## src/rtl/prog_host.sv

```systemverilog
// Host-side sequencer: preloads processor data memory from a byte stream, strobes Start,
// waits for Ack (with timeout), then streams the result bytes back out.
module prog_host #(
  parameter int LOAD_BASE    = 0,
  parameter int RES_BASE     = 64,
  parameter int RES_LEN      = 8,
  parameter int START_CYCLES = 2,
  parameter int TIMEOUT      = 4095
) (
  input  logic        Clk,
  input  logic        Reset_n,
  input  logic        Go,
  input  logic        InValid,
  input  logic [7:0]  InData,
  input  logic        InLast,
  output logic        InReady,
  output logic [7:0]  MemAddr,
  output logic        MemWrEn,
  output logic [7:0]  MemWrData,
  input  logic [7:0]  MemRdData,
  output logic        Start,
  input  logic        Ack,
  output logic        OutValid,
  output logic [7:0]  OutData,
  output logic        OutLast,
  input  logic        OutReady,
  output logic        Busy,
  output logic        Done,
  output logic        TimedOut,
  output logic [15:0] RunCycles
);

  localparam int              SCW         = (START_CYCLES > 1) ? $clog2(START_CYCLES) : 1;
  localparam logic [SCW-1:0]  START_LAST  = SCW'(START_CYCLES - 1);
  localparam logic [7:0]      LOAD_BASE_B = 8'(LOAD_BASE);
  localparam logic [7:0]      RES_BASE_B  = 8'(RES_BASE);
  localparam logic [7:0]      RES_LAST    = 8'(RES_LEN - 1);
  localparam logic [15:0]     TIMEOUT_W   = 16'(TIMEOUT);

  typedef enum logic [2:0] {IDLE, LOAD, START, RUN, DRAIN, ABORT} state_e;

  state_e         state_q, state_d;
  logic [7:0]     load_idx_q, load_idx_d;
  logic [7:0]     out_idx_q, out_idx_d;
  logic [SCW-1:0] start_cnt_q, start_cnt_d;
  logic [15:0]    run_cycles_q, run_cycles_d;
  logic           timed_out_q, timed_out_d;
  logic           done_q, done_d;
  logic [15:0]    run_inc;
  logic           out_last;

  assign run_inc  = (run_cycles_q == 16'hFFFF) ? run_cycles_q : run_cycles_q + 16'd1;
  assign out_last = (out_idx_q == RES_LAST);

  always_ff @(posedge Clk or negedge Reset_n) begin
    if (!Reset_n) begin
      state_q      <= IDLE;
      load_idx_q   <= '0;
      out_idx_q    <= '0;
      start_cnt_q  <= '0;
      run_cycles_q <= '0;
      timed_out_q  <= 1'b0;
      done_q       <= 1'b0;
    end else begin
      state_q      <= state_d;
      load_idx_q   <= load_idx_d;
      out_idx_q    <= out_idx_d;
      start_cnt_q  <= start_cnt_d;
      run_cycles_q <= run_cycles_d;
      timed_out_q  <= timed_out_d;
      done_q       <= done_d;
    end
  end

  always_comb begin
    state_d      = state_q;
    load_idx_d   = load_idx_q;
    out_idx_d    = out_idx_q;
    start_cnt_d  = start_cnt_q;
    run_cycles_d = run_cycles_q;
    timed_out_d  = timed_out_q;
    done_d       = 1'b0;
    InReady      = 1'b0;
    MemWrEn      = 1'b0;
    MemWrData    = InData;
    MemAddr      = 8'd0;
    Start        = 1'b0;
    OutValid     = 1'b0;
    OutData      = MemRdData;
    OutLast      = 1'b0;

    unique case (state_q)
      IDLE: begin
        if (Go) begin
          state_d     = LOAD;
          timed_out_d = 1'b0;
          load_idx_d  = '0;
          out_idx_d   = '0;
        end
      end
      LOAD: begin
        InReady = 1'b1;
        MemWrEn = InValid;
        MemAddr = LOAD_BASE_B + load_idx_q;
        if (InValid) begin
          load_idx_d = load_idx_q + 8'd1;
          if (InLast) begin
            state_d      = START;
            start_cnt_d  = '0;
            run_cycles_d = '0;
          end
        end
      end
      START: begin
        Start       = 1'b1;
        start_cnt_d = start_cnt_q + SCW'(1);
        if (start_cnt_q == START_LAST) state_d = RUN;
      end
      RUN: begin
        // Ack on the timeout edge wins; the abort edge itself does not count a cycle.
        if (Ack) begin
          state_d      = DRAIN;
          run_cycles_d = run_inc;
        end else if (run_cycles_q == TIMEOUT_W) begin
          state_d     = ABORT;
          timed_out_d = 1'b1;
        end else begin
          run_cycles_d = run_inc;
        end
      end
      DRAIN: begin
        MemAddr  = RES_BASE_B + out_idx_q;
        OutValid = 1'b1;
        OutLast  = out_last;
        if (OutReady) begin
          out_idx_d = out_idx_q + 8'd1;
          if (out_last) begin
            state_d = IDLE;
            done_d  = 1'b1;
          end
        end
      end
      ABORT: state_d = IDLE;
      default: state_d = IDLE;
    endcase
  end

  assign Busy      = (state_q != IDLE);
  assign Done      = done_q | (state_q == ABORT);
  assign TimedOut  = timed_out_q;
  assign RunCycles = run_cycles_q;

endmodule

```

## config.mk

```make
export PLATFORM = sky130hd
export DESIGN_NAME = prog_host
export DESIGN_NICKNAME = d
export VERILOG_FILES = /design/src/rtl/prog_host.sv
export SDC_FILE = /design/constraint.sdc
export NUM_CORES = 1
export LEC_CHECK = 0
export CAP_MARGIN = 20
export CORE_ASPECT_RATIO = 1.75
export CORE_UTILIZATION = 51
export DETAILED_ROUTE_END_ITERATION = 16
export GPL_ROUTABILITY_DRIVEN = 0
export PLACE_DENSITY = 0.82
export REMOVE_ABC_BUFFERS = 1
export SYNTH_ARGS = -nofsm -noshare
export SYNTH_HDL_FRONTEND = slang
export SYNTH_SLANG_ARGS = --single-unit
export TNS_END_PERCENT = 5
```

## constraint.sdc

```tcl
create_clock -name Clk -period 5.3 [get_ports Clk]
set_input_delay 0.53 -clock Clk [delete_from_list [all_inputs] [get_ports Clk]]
set_output_delay 0.53 -clock Clk [all_outputs]
set_load 0.01 [all_outputs]
```

==> results of run 1 <==
layer usage:
layer	GRT usage (%)	vias to the layer above	wire, um
met5	0	-	0
met4	9.211	0	97
met3	8.539	8	430
met2	41.26	79	2882
met1	27.24	977	2128
li1	-	964	-
where the power goes:
part	leakage (nW)	internal (mW)	switching, mW	total (mW)
registers	0.521	0.328	0.0840	0.412
logic	0.633	0.154	0.162	0.316
clock network	0.0482	0.105	0.0980	0.203
total	1.20	0.587	0.344	0.931
state kept, by name, summed over array words and instances, names as in the netlist:
signal and cells:
done_q 1, out_idx_q 8, load_idx_q 8, state_q 3, start_cnt_q 1, TimedOut 1
RunCycles 16
stage by stage:
stage                     power [mW]  setup slack [ns]
final                         0.9308             2.508
after global routing          0.9963             2.311
after CTS                     0.9396             2.484
after detailed placement      0.7356             2.810
after global placement        0.7285             2.838
after floorplan               0.5852             3.398
final timing paths:
path	startpoint	to	slack (ns)	cells past startpoint
min in group Clk	start_cnt_q	start_cnt_q	0.52	1
max in group asynchronous	Reset_n	load_idx_q[2]	4.42	1
setup / recovery	state_q[0]	MemWrEn	2.51	3
hold reg to reg	start_cnt_q	start_cnt_q	0.52	1
setup reg to reg	RunCycles[0]	RunCycles[1]	3.02	5
hold / removal	Reset_n	out_idx_q[0]	0.34	1
critical path, delay by kind of cell (launching register included):
kind | cells | cell delay [ns]
simple gates | 2 | 0.79
buf+inv | 1 | 0.54
flops | 1 | 0.65
Yosys cell counts, types with 2 or more instances:
| master | instances |
|---|---|
| a211o_1 | 4 |
| mux2i_1 | 3 |
| nor3_1 | 8 |
| and2_1 | 3 |
| nand2b_1 | 5 |
| a22o_1 | 16 |
| mux2_2 | 3 |
| nor4b_1 | 2 |
| a21boi_0 | 2 |
| buf_4 | 17 |
| xnor2_1 | 2 |
| nor4_1 | 2 |
| o211ai_1 | 3 |
| xor2_1 | 7 |
| and4_1 | 3 |
| a211oi_1 | 3 |
| buf_6 | 2 |
| a21oi_1 | 8 |
| o41ai_1 | 2 |
| dfrtp_1 | 38 |
| a21o_1 | 2 |
| inv_1 | 10 |
| o21ai_0 | 11 |
| nand2_1 | 20 |
| nand3_1 | 10 |
| a32o_1 | 2 |
| or3_1 | 3 |
| ha_1 | 4 |
| clkbuf_1 | 10 |
| nor2_1 | 14 |
| nand4_1 | 7 |
| or4_1 | 5 |
| and3_1 | 7 |
final cells by class:
cell class	count	area, um^2
fill	387	1708
timing repair buffer	38	375.4
tap	51	63.81
inverter	10	37.54
clock buffer	7	86.33
sequential	38	950.9
multi-input combinational	180	1217
clock inverter	1	5.005
cell families (layout without fill, tap and decap cells):
logic type | after synthesis | count (layout) | share of synthesized area, %
AO/OA/AOI/OAI | 61 | 61 | 18.92
XOR/XNOR | 9 | 9 | 3.293
adder cells (fa/ha/maj) | 4 | 4 | 2.091
buffers and inverters | 39 | 56 | 9.409
flip-flops | 38 | 38 | 39.73
multiplexers | 6 | 6 | 2.666
AND/OR/NAND/NOR | 100 | 100 | 23.89
==> flow_metrics.tcl, run 1 <==
set metrics [dict create \
    outcome "finished clean" \
    drv_cap 0 \
    synth_cells 257 \
    ctsResizeCount 0 \
    p_leak_nw 1.202 \
    grt_pass1_wl_mm 9.052 \
    hold_slack_ns 0.3419 \
    synth_edf_count 0 \
    ant_nets 0 \
    track_usage_pct 24.59 \
    clkTransAtPathRegs_ns 0.07 \
    clkLatencyLatePin_ns 0.29 \
    root_buffer "clkbuf_8" \
    portBuffers 38 \
    max_stage_delay_ns 0.65 \
    start_kind "register" \
    first_pass_iters 4 \
    arrival_ns 2.26 \
    cts.sinks 38 \
    drive_above_1_share_pct 6.934 \
    core_um2 4444 \
    cts_inserted_buffers 5 \
    slew_viol_final 0 \
    htreeDepth 2 \
    fin_crit_ns 2.792 \
    synth_area_leaders "dfrtp_1 (40%), a22o_1 (5.9%), buf_4 (5.3%), nand2_1 (3.1%), xor2_1 (2.6%)" \
    yosys.area.top_type "dfrtp_1" \
    gr-total-overflow 0 \
    grt_pass1_vias 1971 \
    synth_flop_cell "dfrtp_1" \
    rsz0062_at_grt "no" \
    cts_tree "done" \
    layout_common_cells "dfrtp_1 (38), clkdlybuf4s50_1 (37), nand2_1 (20)" \
    dieArea_um2 4982 \
    synthToLayoutAreaGrowth_pct 14.32 \
    final_cell_area_um2 2736 \
    hold_path_class "in2async" \
    irDropWorstVdd_mv 0.2659 \
    crit_slowest_cell "dfrtp_1" \
    crit_required_ns 4.77 \
    final-hold-violation-count 0 \
    syn_area_per_cell_um2 9.313 \
    fin_nets 300 \
    final.setup.tns_ns 0 \
    finalSetupViolations 0 \
    hpwl_mm 4.025 \
    dp.cells 317 \
    io_pins 71 \
    critPathCaptureType "output port" \
    postLayoutCoreUtil_pct 61.57 \
    maxSlewHeadroom_pct 43.15 \
    tightest_slew_ns 0.8527 \
    drt_iter0_drc 43 \
    cts_hold_buf 0 \
    initial_core_util_pct 53.86 \
    yosysTopAreaCellShare_pct 39.73 \
    via_per_inst 6.240 \
    fin_cells 325 \
    wl_per_cell_um 17.04 \
    fin_skew_ns 0.008143 \
    path_cells "nor3b_2 -> and2_1 -> clkdlybuf4s50_1" \
    grt_max_degree 39 \
    cts_setup_buffers 0 \
    syn-cell-area_um2 2394 \
    path_class "reg2out" \
    via_count 2028 \
    post-route-period-util_pct 52.67 \
    layout_commonest_cell "dfrtp_1" \
    die_h_um 92.63 \
    synth_seq_area_share_pct 39.73 \
    num_rows 32 \
    ys_seq_elements 38 \
    dpl_cell_area_um2 2645 \
    p_per_area_nw_per_um2 340.2 \
    drc 0 \
    dieWidth_um 53.79 \
    async_reset_ff_share_pct 100.0 \
    clockBufferDepth 2 \
    routed_wl_mm 5.539 \
    ys_types 52 \
    fmax_mhz 358.2 \
    antenna_found_initial 0 \
    cp_max_fo 17 \
    synth_warnings 0 \
    antenna_cells 0 \
]
Power figures use the tool's default switching activity.
==> run 2, diff against run 1 <==
--- a/config.mk
+++ b/config.mk
@@ -7,10 +7,10 @@
 export LEC_CHECK = 0
 export CAP_MARGIN = 20
 export CORE_ASPECT_RATIO = 1.75
-export CORE_UTILIZATION = 51
+export CORE_UTILIZATION = 48
 export DETAILED_ROUTE_END_ITERATION = 16
 export GPL_ROUTABILITY_DRIVEN = 0
-export PLACE_DENSITY = 0.82
+export PLACE_DENSITY = 0.78
 export REMOVE_ABC_BUFFERS = 1
 export SYNTH_ARGS = -nofsm -noshare
 export SYNTH_HDL_FRONTEND = slang
==> constraint.sdc (replaced) <==
create_clock -name Clk -period 2.6 [get_ports Clk]
set_input_delay 0.26 -clock Clk [delete_from_list [all_inputs] [get_ports Clk]]
set_output_delay 0.26 -clock Clk [all_outputs]
set_load 0.01 [all_outputs]
==> run 2 against run 1 <==
First-iteration DRC count grew 63%. Critical path depth grew 2. Non-clock buffer count grew 4. Critical endpoint is now MemAddr[3]. Largest power group unchanged.
==> flow_metrics.tcl, run 2 (synthesized netlist as in run 1, its figures left out) <==
set metrics [dict create \
    outcome "finished clean" \
    gr-total-overflow 0 \
    p_leak_nw 1.216 \
    slew_viol_final 0 \
    routed_wl_mm 5.597 \
    fin_nets 304 \
    core_um2 4748 \
    start_kind "register" \
    clockBufferDepth 2 \
    dieWidth_um 55.38 \
    p_total_mw 1.921 \
    track_usage_pct 22.31 \
    first_pass_iters 4 \
    ant_nets 0 \
    largest_reg_flops 16 \
    crit_slowest_cell "dfrtp_1" \
    p_comb_share_pct 37.3 \
    drv_cap 0 \
    grt_pass1_wl_mm 9.356 \
    post-route-period-util_pct 92.73 \
    ctsResizeCount 0 \
    crit_required_ns 2.34 \
    cts.sinks 38 \
    via_per_inst 6.283 \
    synthToLayoutAreaGrowth_pct 15.11 \
    grt_pass1_vias 2005 \
    layout_common_cells "dfrtp_1 (38), clkdlybuf4s50_1 (37), nand2_1 (20)" \
    finalSetupViolations 0 \
    nFillCells 438 \
    swShare_pct 38.06 \
    final-hold-violation-count 0 \
    layout_commonest_cell "dfrtp_1" \
    p_per_area_nw_per_um2 697.3 \
    clkLatencyLatePin_ns 0.29 \
    intPower_mw 1.190 \
    die_h_um 95.42 \
    irDropWorstVdd_mv 0.5104 \
    seq_power_share_pct 42.7 \
    num_rows 33 \
    tightest_slew_ns 0.8488 \
    hold_slack_ns 0.08012 \
    arrival_ns 2.15 \
    fin_skew_ns 0.003882 \
    maxSlewHeadroom_pct 43.42 \
    cp_max_fo 16 \
    pre_cts_slack_ns 0.3787 \
    final.setup.tns_ns 0 \
    max_stage_delay_ns 0.56 \
    worst_slack_ns 0.1889 \
    drt_iter0_drc 70 \
    fin_crit_ns 2.411 \
    dieArea_um2 5284 \
    wl_per_cell_um 17.01 \
    cts_setup_buffers 0 \
    clockPowerShare_pct 20.0 \
    path_class "reg2out" \
    hpwl_mm 4.065 \
    grt_max_degree 39 \
    critPathCaptureType "output port" \
    portBuffers 38 \
    io_pins 71 \
    root_buffer "clkbuf_8" \
    cts_inserted_buffers 5 \
    drive_above_1_share_pct 8.664 \
    clkTransAtPathRegs_ns 0.07 \
    initial_core_util_pct 50.41 \
    multi_input_area_um2 1217 \
    fmax_mhz 414.8 \
    via_count 2067 \
    seqCellArea_um2 950.9 \
    antenna_found_initial 0 \
    antenna_cells 0 \
    power.switching_mw 0.7312 \
    path_cells "nor2_1 -> nand2_1 -> inv_2 -> a22o_1 -> clkdlybuf4s50_1" \
    htreeDepth 2 \
    rsz0062_at_grt "no" \
    cts_tree "done" \
    hold_path_class "in2async" \
    drc 0 \
    cts_hold_buf 0 \
]
## run 2: cell count changes in the layout (fill, tap and decap cells not counted), sizes merged
cell and delta:
buf +4, clkinv +1, clkbuf -2
## run 2: through the flow
stage	area, um^2	util [%]	instances
CTS	2755	58.02	329
detailed placement	2676	56.36	322
floorplan	2206	-	228
global route	2755	58.02	329
global placement	2676	56.36	322
finish	2755	58.02	329
## run 2: final cells by class
| type | count | area share, % |
|---|---|---|
| inverters | 10 | 1.362 |
| clock inverters | 2 | 0.3633 |
| multi-input cells | 180 | 44.19 |
| flip-flops and latches | 38 | 34.51 |
| well taps | 52 | 2.361 |
| repair buffers | 42 | 14.71 |
| clock buffers | 5 | 2.498 |
## run 2: metal layers
layer	routed length (um)	global-route usage (%)	vias to the layer above
met2	2945	38.45	65
met5	0	3.061	-
li1	-	-	977
met4	70	8.125	0
met3	354	7.463	7
met1	2228	25.39	1018
## run 2: power groups by stage
stage	registers (mW)	logic [mW]	clock network, mW
finish	0.820	0.717	0.384
global route	0.834	0.781	0.424
CTS	0.815	0.722	0.395
detailed placement	0.826	0.718	0
global placement	0.821	0.710	0
floorplan	0.817	0.376	0
## run 2: final timing paths
path / cells after the start / endpoint / from / slack [ns]
max: 5 / MemAddr[3] / state_q[1] / 0.19
min: 1 / RunCycles[13] / Reset_n / 0.08
max reg2reg: 6 / RunCycles[1] / RunCycles[0] / 0.42
min reg2reg: 1 / TimedOut / TimedOut / 0.51
max in group asynchronous: 1 / RunCycles[2] / Reset_n / 1.99
min in group Clk: 1 / TimedOut / TimedOut / 0.51
## run 2: worst max-delay path: cells and delay by family (launching register included)
kind                   cells  cell delay, ns
and+or+nand+nor            2            0.37
AOI/OAI and AO/OA          1            0.18
buffers and inverters      2            0.75
DFF                        1            0.56
==> run 3, diff against run 2 <==
--- a/config.mk
+++ b/config.mk
@@ -10,7 +10,7 @@
 export CORE_UTILIZATION = 48
 export DETAILED_ROUTE_END_ITERATION = 16
 export GPL_ROUTABILITY_DRIVEN = 0
-export PLACE_DENSITY = 0.78
+export PLACE_DENSITY = 0.81
 export REMOVE_ABC_BUFFERS = 1
 export SYNTH_ARGS = -nofsm -noshare
 export SYNTH_HDL_FRONTEND = slang
==> run 3 against run 2 <==
Clock power up 31%. Worst hold slack worse by 0.036 ns. Sequential power down 3.3%. Highest routed layer unchanged.
==> flow_metrics.tcl, run 3 (synthesized netlist as in run 1, its figures left out) <==
set metrics [dict create \
    outcome "finished clean" \
    fin_crit_ns 2.376 \
    rsz0062_at_grt "no" \
    drc 0 \
    antenna_found_initial 0 \
    antenna_cells 0 \
    arrival_ns 2.12 \
    cts.sinks 38 \
    intPower_mw 1.311 \
    nFillCells 417 \
    hold_slack_ns 0.04415 \
    dieArea_um2 5284 \
    fmax_mhz 420.8 \
    max_stage_delay_ns 0.53 \
    gr-total-overflow 0 \
    ant_nets 0 \
    clkTransAtPathRegs_ns 0.07 \
    synthToLayoutAreaGrowth_pct 16.88 \
    irDropWorstVdd_mv 0.5403 \
    final-hold-violation-count 0 \
    ctsResizeCount 0 \
    drv_cap 0 \
    htreeDepth 2 \
    grt_max_degree 39 \
    clkLatencyLatePin_ns 0.30 \
    root_buffer "clkbuf_8" \
    via_per_inst 6.343 \
    multi_input_area_um2 1217 \
    hold_path_class "in2async" \
    drive_above_1_share_pct 8.571 \
    seqCellArea_um2 950.9 \
    swShare_pct 36.34 \
    cts_inserted_buffers 5 \
    final_cell_area_um2 2798 \
    die_h_um 95.42 \
    clockPowerShare_pct 24.4 \
    largest_reg_flops 16 \
    grt_pass1_vias 2113 \
    first_pass_iters 4 \
    slew_viol_final 0 \
    clockBufferDepth 2 \
    path_class "reg2out" \
    seq_power_share_pct 38.5 \
    cp_max_fo 11 \
    power.switching_mw 0.7486 \
    p_comb_share_pct 37.1 \
    initial_core_util_pct 50.41 \
    path_cells "nor2_1 -> nand2_1 -> inv_1 -> a22o_1 -> clkdlybuf4s50_1" \
    via_count 2106 \
    p_leak_nw 1.236 \
    final.setup.tns_ns 0 \
    io_pins 71 \
    cts_hold_buf 0 \
    layout_common_cells "dfrtp_1 (38), clkdlybuf4s50_1 (37), nand2_1 (20)" \
    dpl_cell_area_um2 2691 \
    dp.cells 324 \
    drt_iter0_drc 69 \
    maxSlewHeadroom_pct 44.45 \
    track_usage_pct 23.83 \
    crit_required_ns 2.34 \
    dieWidth_um 55.38 \
    portBuffers 38 \
    crit_slowest_cell "clkdlybuf4s50_1" \
    layout_commonest_cell "dfrtp_1" \
    p_per_area_nw_per_um2 736.3 \
    post-route-period-util_pct 91.40 \
    cp_num_buf_inv 2 \
    postLayoutCoreUtil_pct 58.92 \
    fin_nets 306 \
    start_kind "register" \
    cts_tree "done" \
    fin_skew_ns 0.009928 \
    core_um2 4748 \
    num_rows 33 \
    fin_cells 332 \
    hpwl_mm 4.230 \
    cts_setup_buffers 0 \
    routed_wl_mm 5.870 \
    critPathCaptureType "output port" \
    grt_pass1_wl_mm 9.611 \
    wl_per_cell_um 17.68 \
    tightest_slew_ns 0.8332 \
    finalSetupViolations 0 \
    worst_path_dominant_cell_family "buffers and inverters" \
]
-- run 3: final cells by class --
| cell class | count | area share [%] |
|---|---|---|
| sequential | 38 | 33.99 |
| multi-input combinational | 180 | 43.52 |
| inverter | 10 | 1.342 |
| clock buffer | 7 | 2.728 |
| clock inverter | 1 | 1.073 |
| timing repair buffer | 44 | 15.03 |
| tap | 52 | 2.326 |
-- run 3: metrics by stage --
| stage | worst slack (ns) | total power [mW] |
|---|---|---|
| 2_1_floorplan | 0.6982 | 1.193 |
| 4_1_cts | 0.2241 | 2.066 |
| 3_3_place_gp | 0.4009 | 1.541 |
| 3_5_place_dp | 0.3688 | 1.563 |
| 5_1_grt | 0.04723 | 2.169 |
| 6_report | 0.2236 | 2.060 |
-- run 3: power by group through the flow --
| stage | clock network, mW | registers (mW) | logic, mW |
|---|---|---|---|
| 2_1_floorplan | 0 | 0.817 | 0.376 |
| 3_3_place_gp | 0 | 0.794 | 0.748 |
| 3_5_place_dp | 0 | 0.799 | 0.764 |
| 5_1_grt | 0.531 | 0.804 | 0.835 |
| 6_report | 0.503 | 0.793 | 0.764 |
| 4_1_cts | 0.508 | 0.790 | 0.768 |
-- run 3: final timing paths --
| path | from | endpoint | slack, ns | depth (start not counted) |
|---|---|---|---|---|
| min in group Clk | start_cnt_q | start_cnt_q | 0.52 | 1 |
| max reg2reg | RunCycles[0] | RunCycles[1] | 0.47 | 5 |
| min reg2reg | start_cnt_q | start_cnt_q | 0.52 | 1 |
| min | Reset_n | out_idx_q[7] | 0.04 | 1 |
| max in group asynchronous | Reset_n | TimedOut | 2.02 | 1 |
| max | state_q[1] | MemAddr[4] | 0.22 | 5 |
-- run 3: per-layer routing --
| metal | up-vias | part of all wire [%] | track usage (%) |
|---|---|---|---|
| li1 | 979 | - | - |
| met1 | 1021 | 38 | 23.80 |
| met2 | 90 | 52 | 42.57 |
| met3 | 16 | 6.6 | 7.870 |
| met4 | 0 | 3.4 | 14.37 |
| met5 | - | 0 | 0 |
